===== src/rtl/sorter_pkg.sv =====
// Shared types for the sorter front end: modulation codes, feeder FSM states
// and the groups-per-frame helper used to size a frame from its modulation.
package sorter_pkg;

  typedef enum logic [1:0] {
    MOD_QPSK   = 2'd0,
    MOD_QAM16  = 2'd1,
    MOD_QAM64  = 2'd2,
    MOD_QAM256 = 2'd3
  } mod_e;

  typedef enum logic [2:0] {
    ST_IDLE  = 3'd0,
    ST_FILL  = 3'd1,
    ST_ISSUE = 3'd2,
    ST_WAIT  = 3'd3,
    ST_DONE  = 3'd4
  } feeder_state_e;

  localparam int unsigned GROUP_WORDS = 4;

  // Four words per group, so groups = words/4 = 4^M / ... = 1 << (2*M).
  function automatic int unsigned groups_per_frame(input mod_e m);
    return 32'd1 << (32'd2 * 32'(m));
  endfunction

endpackage


===== src/rtl/feeder_bank.sv =====
// Four-slot staging register for one group of metric words; slot 0 is the
// first word received and drives d1 downstream.
module feeder_bank #(
  parameter int WIDTH = 16
) (
  input  logic                  clk,
  input  logic                  rst,
  input  logic                  we_i,
  input  logic [1:0]            widx_i,
  input  logic [WIDTH-1:0]      wdata_i,
  output logic [3:0][WIDTH-1:0] data_o
);

  logic [3:0][WIDTH-1:0] slot_q;

  always_ff @(posedge clk or posedge rst) begin
    if (rst) begin
      slot_q <= '0;
    end else if (we_i) begin
      slot_q[widx_i] <= wdata_i;
    end
  end

  assign data_o = slot_q;

endmodule


===== src/rtl/sorter_feeder.sv =====
// Packs a serial metric stream into groups of four for the sorter, one group per
// sorter_done. SORTER_FEEDER_PINGPONG_EN adds a second bank prefilled during WAIT.
module sorter_feeder
  import sorter_pkg::*;
#(
  parameter int WIDTH = 16,
  parameter int GRP_W = 6
) (
  input  logic             clk,
  input  logic             rst,
  input  logic [1:0]       M,
  input  logic             in_valid,
  input  logic [WIDTH-1:0] in_data,
  output logic             in_ready,
  input  logic             sorter_done,
  output logic [WIDTH-1:0] d1,
  output logic [WIDTH-1:0] d2,
  output logic [WIDTH-1:0] d3,
  output logic [WIDTH-1:0] d4,
  output logic             start,
  output logic [GRP_W-1:0] group_idx,
  output logic             busy,
  output logic             frame_done
);

  feeder_state_e         state_q, state_d;
  mod_e                  m_q, m_d;
  logic [2:0]            wcnt_q, wcnt_d;
  logic [GRP_W-1:0]      grp_q, grp_d;
  logic                  rdy;
  logic                  xfer;
  logic                  last_grp;
  logic [3:0][WIDTH-1:0] grp_data;

  assign last_grp = (32'(grp_q) == (groups_per_frame(m_q) - 32'd1));
  assign in_ready = rdy & ~rst;
  assign xfer     = in_valid & in_ready;

`ifdef SORTER_FEEDER_PINGPONG_EN
  logic                  sel_q, sel_d;
  logic                  wsel;
  logic                  idle_full;
  logic [3:0][WIDTH-1:0] bank0_data, bank1_data;

  // During WAIT the active bank is frozen on d1..d4, so writes go to the other one.
  assign wsel      = (state_q == ST_WAIT) ? ~sel_q : sel_q;
  assign idle_full = (wcnt_q == 3'd4) || (xfer && (wcnt_q == 3'd3));

  feeder_bank #(.WIDTH(WIDTH)) u_bank0 (
    .clk    (clk),
    .rst    (rst),
    .we_i   (xfer & ~wsel),
    .widx_i (wcnt_q[1:0]),
    .wdata_i(in_data),
    .data_o (bank0_data)
  );

  feeder_bank #(.WIDTH(WIDTH)) u_bank1 (
    .clk    (clk),
    .rst    (rst),
    .we_i   (xfer & wsel),
    .widx_i (wcnt_q[1:0]),
    .wdata_i(in_data),
    .data_o (bank1_data)
  );

  assign grp_data = sel_q ? bank1_data : bank0_data;

  always_ff @(posedge clk or posedge rst) begin
    if (rst) begin
      sel_q <= 1'b0;
    end else begin
      sel_q <= sel_d;
    end
  end
`else
  feeder_bank #(.WIDTH(WIDTH)) u_bank (
    .clk    (clk),
    .rst    (rst),
    .we_i   (xfer),
    .widx_i (wcnt_q[1:0]),
    .wdata_i(in_data),
    .data_o (grp_data)
  );
`endif

  assign d1 = grp_data[0];
  assign d2 = grp_data[1];
  assign d3 = grp_data[2];
  assign d4 = grp_data[3];

  always_comb begin
    rdy = 1'b0;
    case (state_q)
      ST_IDLE, ST_FILL: rdy = 1'b1;
`ifdef SORTER_FEEDER_PINGPONG_EN
      ST_WAIT:          rdy = ~last_grp && (wcnt_q != 3'd4);
`endif
      default:          rdy = 1'b0;
    endcase
  end

  always_ff @(posedge clk or posedge rst) begin
    if (rst) begin
      state_q <= ST_IDLE;
      m_q     <= MOD_QPSK;
      wcnt_q  <= '0;
      grp_q   <= '0;
    end else begin
      state_q <= state_d;
      m_q     <= m_d;
      wcnt_q  <= wcnt_d;
      grp_q   <= grp_d;
    end
  end

  always_comb begin
    state_d    = state_q;
    m_d        = m_q;
    wcnt_d     = wcnt_q;
    grp_d      = grp_q;
    start      = 1'b0;
    busy       = 1'b1;
    frame_done = 1'b0;
    group_idx  = grp_q;
`ifdef SORTER_FEEDER_PINGPONG_EN
    sel_d      = sel_q;
`endif
    case (state_q)
      ST_IDLE: begin
        busy = 1'b0;
        if (xfer) begin
          m_d     = mod_e'(M);
          wcnt_d  = 3'd1;
          state_d = ST_FILL;
        end
      end
      ST_FILL: begin
        if (xfer) begin
          if (wcnt_q == 3'd3) begin
            wcnt_d  = '0;
            state_d = ST_ISSUE;
          end else begin
            wcnt_d = wcnt_q + 3'd1;
          end
        end
      end
      ST_ISSUE: begin
        start   = 1'b1;
        state_d = ST_WAIT;
      end
      ST_WAIT: begin
`ifdef SORTER_FEEDER_PINGPONG_EN
        if (xfer) begin
          wcnt_d = wcnt_q + 3'd1;
        end
        if (sorter_done) begin
          if (last_grp) begin
            wcnt_d  = '0;
            state_d = ST_DONE;
          end else begin
            grp_d = grp_q + GRP_W'(1);
            sel_d = ~sel_q;
            // A complete prefilled bank skips FILL; a partial one resumes filling.
            if (idle_full) begin
              wcnt_d  = '0;
              state_d = ST_ISSUE;
            end else begin
              wcnt_d  = wcnt_q + {2'b00, xfer};
              state_d = ST_FILL;
            end
          end
        end
`else
        if (sorter_done) begin
          wcnt_d = '0;
          if (last_grp) begin
            state_d = ST_DONE;
          end else begin
            grp_d   = grp_q + GRP_W'(1);
            state_d = ST_FILL;
          end
        end
`endif
      end
      ST_DONE: begin
        frame_done = 1'b1;
        grp_d      = '0;
        state_d    = ST_IDLE;
      end
      default: begin
        state_d = ST_IDLE;
      end
    endcase
  end

endmodule

===== config.mk =====
export PLATFORM = sky130hd
export DESIGN_NAME = sorter_feeder
export DESIGN_NICKNAME = d
export VERILOG_FILES = /design/src/rtl/sorter_pkg.sv /design/src/rtl/feeder_bank.sv /design/src/rtl/sorter_feeder.sv
export SDC_FILE = /design/constraint.sdc
export NUM_CORES = 1
export LEC_CHECK = 0
export CAP_MARGIN = 20
export CORE_UTILIZATION = 40
export CTS_CLUSTER_DIAMETER = 200
export DETAILED_ROUTE_END_ITERATION = 8
export PLACE_DENSITY = 0.69
export SLEW_MARGIN = 10
export SYNTH_ARGS = -nofsm -noshare
export SYNTH_HDL_FRONTEND = slang
export SYNTH_SLANG_ARGS = --single-unit

===== constraint.sdc =====
create_clock -name clk -period 5.3 [get_ports clk]
set_input_delay 0.53 -clock clk [delete_from_list [all_inputs] [get_ports clk]]
set_output_delay 0.53 -clock clk [all_outputs]
set_load 0.1 [all_outputs]

Yosys cells after proc, flatten, opt, wreduce, memory -nomap -nowiden

Cells that the tools add are included.

RAM bits: 0
Input port bits: 22
Memory bits (read-only): 0
Flip-flop bits (word level): 78
Memories kept: 0
Latch bits: 0
Word-level logic and storage cells: 57

Shift-type cells: 1
$lt $le $gt $ge: 2
Mux-type cells: 20
Add/subtract/negate cells: 3
Bitwise operators: 3
Multiply operators: 0
Eq/ne operators: 11
Reductions and logical operators: 9
Div/mod/pow operators: 0

Operators by type and width:

| cell                  | number |
|---|---|
| $bwmux 64             | 1 |
| $demux 16 s2          | 1 |
| $eq 6x32->1           | 1 |
| $shl 1x3->32 const A  | 1 |
| $sub 32x1->32 const B | 1 |
| $mux 3                | 8 |
| $mux 16               | 1 |
| $mux 6                | 2 |
| $pmux 3 s4            | 1 |
| $pmux 6 s2            | 1 |
| $eq 3x2->1 const B    | 3 |
| $pmux 3 s3            | 1 |
| $reduce_and 4->1      | 2 |
| $add 6x1->6 const B   | 1 |
| $ne 2x2->1 const B    | 3 |
| $mux 1                | 4 |
| $ne 2x1->1 const B    | 2 |
| $add 3x1->3 const B   | 1 |
| $eq 3x1->1 const B    | 1 |
| $eq 3x3->1 const B    | 1 |
| $logic_not 3->1       | 1 |
| $lt 2x3->1 const B    | 1 |
| $reduce_and 3->1      | 1 |
| $reduce_bool 3->1     | 1 |
| other kinds (7)       | 8 |

Longest topological paths before layout

Depth in word-level cells: 7
Gate-level depth with buffers: 5
Mapped depth without buffers: 5

Cells and area by module

A second synthesis with hierarchy kept.

Cell total of the unflattened synthesis: 237
Area, all modules: 3316.9 um2

Modules (own cells, without submodules):

| module        | area an instance (um2) | cells each | instances | seq. area each (um2) |
|---|---|---|---|---|
| feeder_bank   | 2414.8                 | 137        | 1         | 1601.5 |
| sorter_feeder | 902.1                  | 100        | 1         | 350.3 |

Worst setup path before layout

OpenSTA, ideal clock, no wires.

Path kind: register -> output
Start: register state_q[2]
End: output in_ready
Cell stages (with the launch flop): 3
Buffers on the path: 1
Arrival time: 2.700 ns
Required time: 4.770 ns
Slack: 2.070 ns
Path through: dfrtp_1 clkbuf_1 nor3_1

Word-level cells in the longest chain between the ends: 4

Ends and longest elaborated chain:

| item                                                 | line                 | RTL |
|---|---|---|
| from (decl)                                          | sorter_feeder.sv:26  | `feeder_state_e state_q, state_d;` |
| from (signal assigned)                               | sorter_feeder.sv:110 | `state_q <= state_d;` |
| $eq 3x1->1 / $logic_not 3->1 (equally long branches) | sorter_feeder.sv:94  | `case (state_q)` |
| $reduce_or 2->1 (*)                                  | sorter_feeder.sv:94  |  |
| $mux 1 (*)                                           | sorter_feeder.sv:94  |  |
| $and 1x1->1 (*)                                      | sorter_feeder.sv:36  | `assign in_ready = rdy & ~rst;` |
| to (decl)                                            | sorter_feeder.sv:14  | `output logic in_ready,` |

Mark *: on every way between the ends. The rest lies on a longest branch, timed or not.

Final worst setup path

Start: register state_q[1]
End: output frame_done

Word-level cells in the longest chain between the ends: 2

Ends and longest elaborated chain:

| item       | line                 | RTL |
|---|---|---|
| $eq 3x3->1 | sorter_feeder.sv:129 | `case (state_q)` |
| $mux 1     | sorter_feeder.sv:129 |  |
| to (decl)  | sorter_feeder.sv:23  | `output logic frame_done` |

No other way between the ends.

==> metrics.txt <==
outcome complete, no violations; vias 2216; vias in the first global route 2169; count of final setup violators 0; core area 7850 um^2; via/cell ratio 5.05; Post-DP HPWL 4820 um; htree depth 3; minimum clock period 3030 ps; Final Cycle Share 0.571; CTS tree done; hold_buf cts 0; placed inst area about 4300 um^2; path type of the worst min-delay path reg2reg; kind of critical path reg2out; post-synthesis register bit count just under 80; Slew headroom 0.326; Mapped Cells 234; # diodes 0; Placer Congestion 0.803; Final Hold Slack ~500 ps; cell row count 32; max-cap viol count 0; final std cells w/o fill 439; Crit path required time approximately 4800 ps; Mapped Nets between 200 and 300; share of layout cells above drive strength 1 0.258; Netlist Area Pre-Place 3280 um^2; CTS max path bufs 2; Die Height 92.5 um; GRT Resource Usage Total 0.172; chip width 92.5 um; Nets 361; unrepaired setup endpoints after global routing false; largest cells by area after synthesis dfrtp_1, mux2_2, mux2i_1; Worst-Margin Slew between 1000 and 1500 ps; design area roughly 4500 um^2; final WL between 6000 and 7000 um; CTS clk-pin slew, worst paths 80 ps; CTS root buf clkbuf_8; CTS Buf Count 9; average size of a mapped cell 14.0 um^2; Yosys Warn Count 0; global-route wire length before repair 11100 um; PortBufs 95; initial antenna violation count 0; total setup buffers inserted after CTS 0; sequential share of the synthesized area 0.595; CTS resizes 0; Clock Sink Count slightly below 80; Post-DRT Antenna Nets 0; Hold Crit Start wcnt_q[2]$_DFFE_PP0P_; Worst-Skew Late Latency 340 ps; Hold Path Stages 1; maximum clock frequency 330 MHz; drt first pass iters 4; Hold Fails Final Rpt 0; io pins 96; Setup crit start kind flip-flop; setup_tns 0 ps; RR Startpoint state_q[2]$_DFFE_PP0P_; gr ovfl total 0; r2r setup slk 3280 ps; largest area contributor in the netlist dfrtp_1; DRT iter0 DRCs 30; destination of the worst hold path wcnt_q[2]$_DFFE_PP0P_; placed cell count 425; Avg WL per Cell 15.7 um; Worst R2R Path Depth 3; Setup Skew 6.16 ps; critical path endpoint category output pin; top cell type's share of synthesized area 0.595; DRC viols 0; die area 8560 um^2; CP max FO 12; Slew Viols, Final 0; critical path arrival 2500 ps; Starting Density 0.418; capturing point of the worst reg2reg path u_bank.data_o[0]$_DFFE_PP0P_; distinct cell type count after synthesis 31; Layout Area Growth over Synthesis 36.3%; largest net degree at the start of global routing 45
[cells by family (layout without fill, tap and decap cells)]
| family | Yosys count | in the layout | synth area share |
|---|---|---|---|
| AO/OA/AOI/OAI | 14 | 14 | 0.0267 |
| flip-flops | 78 | 78 | 0.595 |
| AND/OR/NAND/NOR | 49 | 49 | 0.0824 |
| adder cells (fa/ha/maj) | 5 | 5 | 0.0191 |
| multiplexers | 74 | 74 | 0.251 |
| buffers and inverters | 14 | 117 | 0.0256 |
[worst max-delay path, cell delays in order (launching register included)]
cell	delay (ps)
dfrtp_1	520
nor2_1	190
nand2_1	170
inv_1	130
clkdlybuf4s50_1	1140
[cell usage in the layout (no fill, tap or decap), drive strengths merged, types with 4 or more instances in the layout]
| cell | count |
|---|---|
| dfrtp | 78 |
| nor3 | 4 |
| nor2 | 10 |
| mux2 | 66 |
| clkdlybuf4s50 | 95 |
| nand2 | 18 |
| ha | 5 |
| mux2i | 8 |
| clkbuf | 10 |
| o21ai | 4 |
| inv | 7 |
[stage by stage]
| step | utilization | worst slack, ps |
|---|---|---|
| after floorplan | - | 2070 |
| after global placement | 0.549 | 2420 |
| after detailed placement | 0.549 | 2430 |
| after CTS | 0.570 | 2240 |
| after global routing | 0.570 | 2130 |
| final | 0.570 | 2270 |
[sequential cells by signal, summed over array words and instances (netlist names)]
| signal | flops |
|---|---|
| wcnt_q | 3 |
| state_q | 3 |
| u_bank.data_o | 64 |
| group_idx | 6 |
| m_q | 2 |
[cell usage after synthesis]
master	number
a211oi_1	1
a21oi_1	3
a311oi_1	1
a31oi_1	3
and2_1	1
and3_1	1
and4_1	2
and4b_1	1
buf_2	1
buf_6	4
clkbuf_1	2
dfrtp_1	78
ha_1	5
inv_1	7
mux2_2	66
mux2i_1	8
nand2_1	14
nand2_2	4
nand2b_1	2
nand3_1	3
nand4_1	1
nand4b_1	1
nor2_1	10
nor3_1	4
nor4_1	2
nor4b_4	1
o21ai_0	4
o2bb2ai_1	1
o31a_1	1
or3_1	1
or4b_1	1
[area by class of cell]
class	instances	area, um^2
clock inverters	4	25.0
multi-input cells	142	1240
repair buffers	96	958
inverters	7	26.3
clock buffers	10	138
fillers	690	3380
flip-flops and latches	78	1950
well taps	102	128
[worst max-delay path by stage]
stage	start	to	slack, ps	cells after the start
after global routing	state_q[1]$_DFFE_PP0P_	frame_done	2130	4
after floorplan	state_q[2]$_DFFE_PP0P_	in_ready	2070	2
after CTS	state_q[1]$_DFFE_PP0P_	frame_done	2240	4
final	state_q[1]$_DFFE_PP0P_	frame_done	2270	4
after global placement	rst	in_ready	2420	3
after detailed placement	rst	in_ready	2430	3
[metal layers]
| metal | track usage | routed length, um |
|---|---|---|
| met1 | 0.226 | 3030 |
| met5 | 0 | 0 |
| met3 | 0.0443 | 473 |
| met4 | 0.0664 | 114 |
| met2 | 0.271 | 3260 |
Power is left out: the tool's default activity adds up to more than one toggle a clock period on the data nets, which glitch-free logic cannot reach.
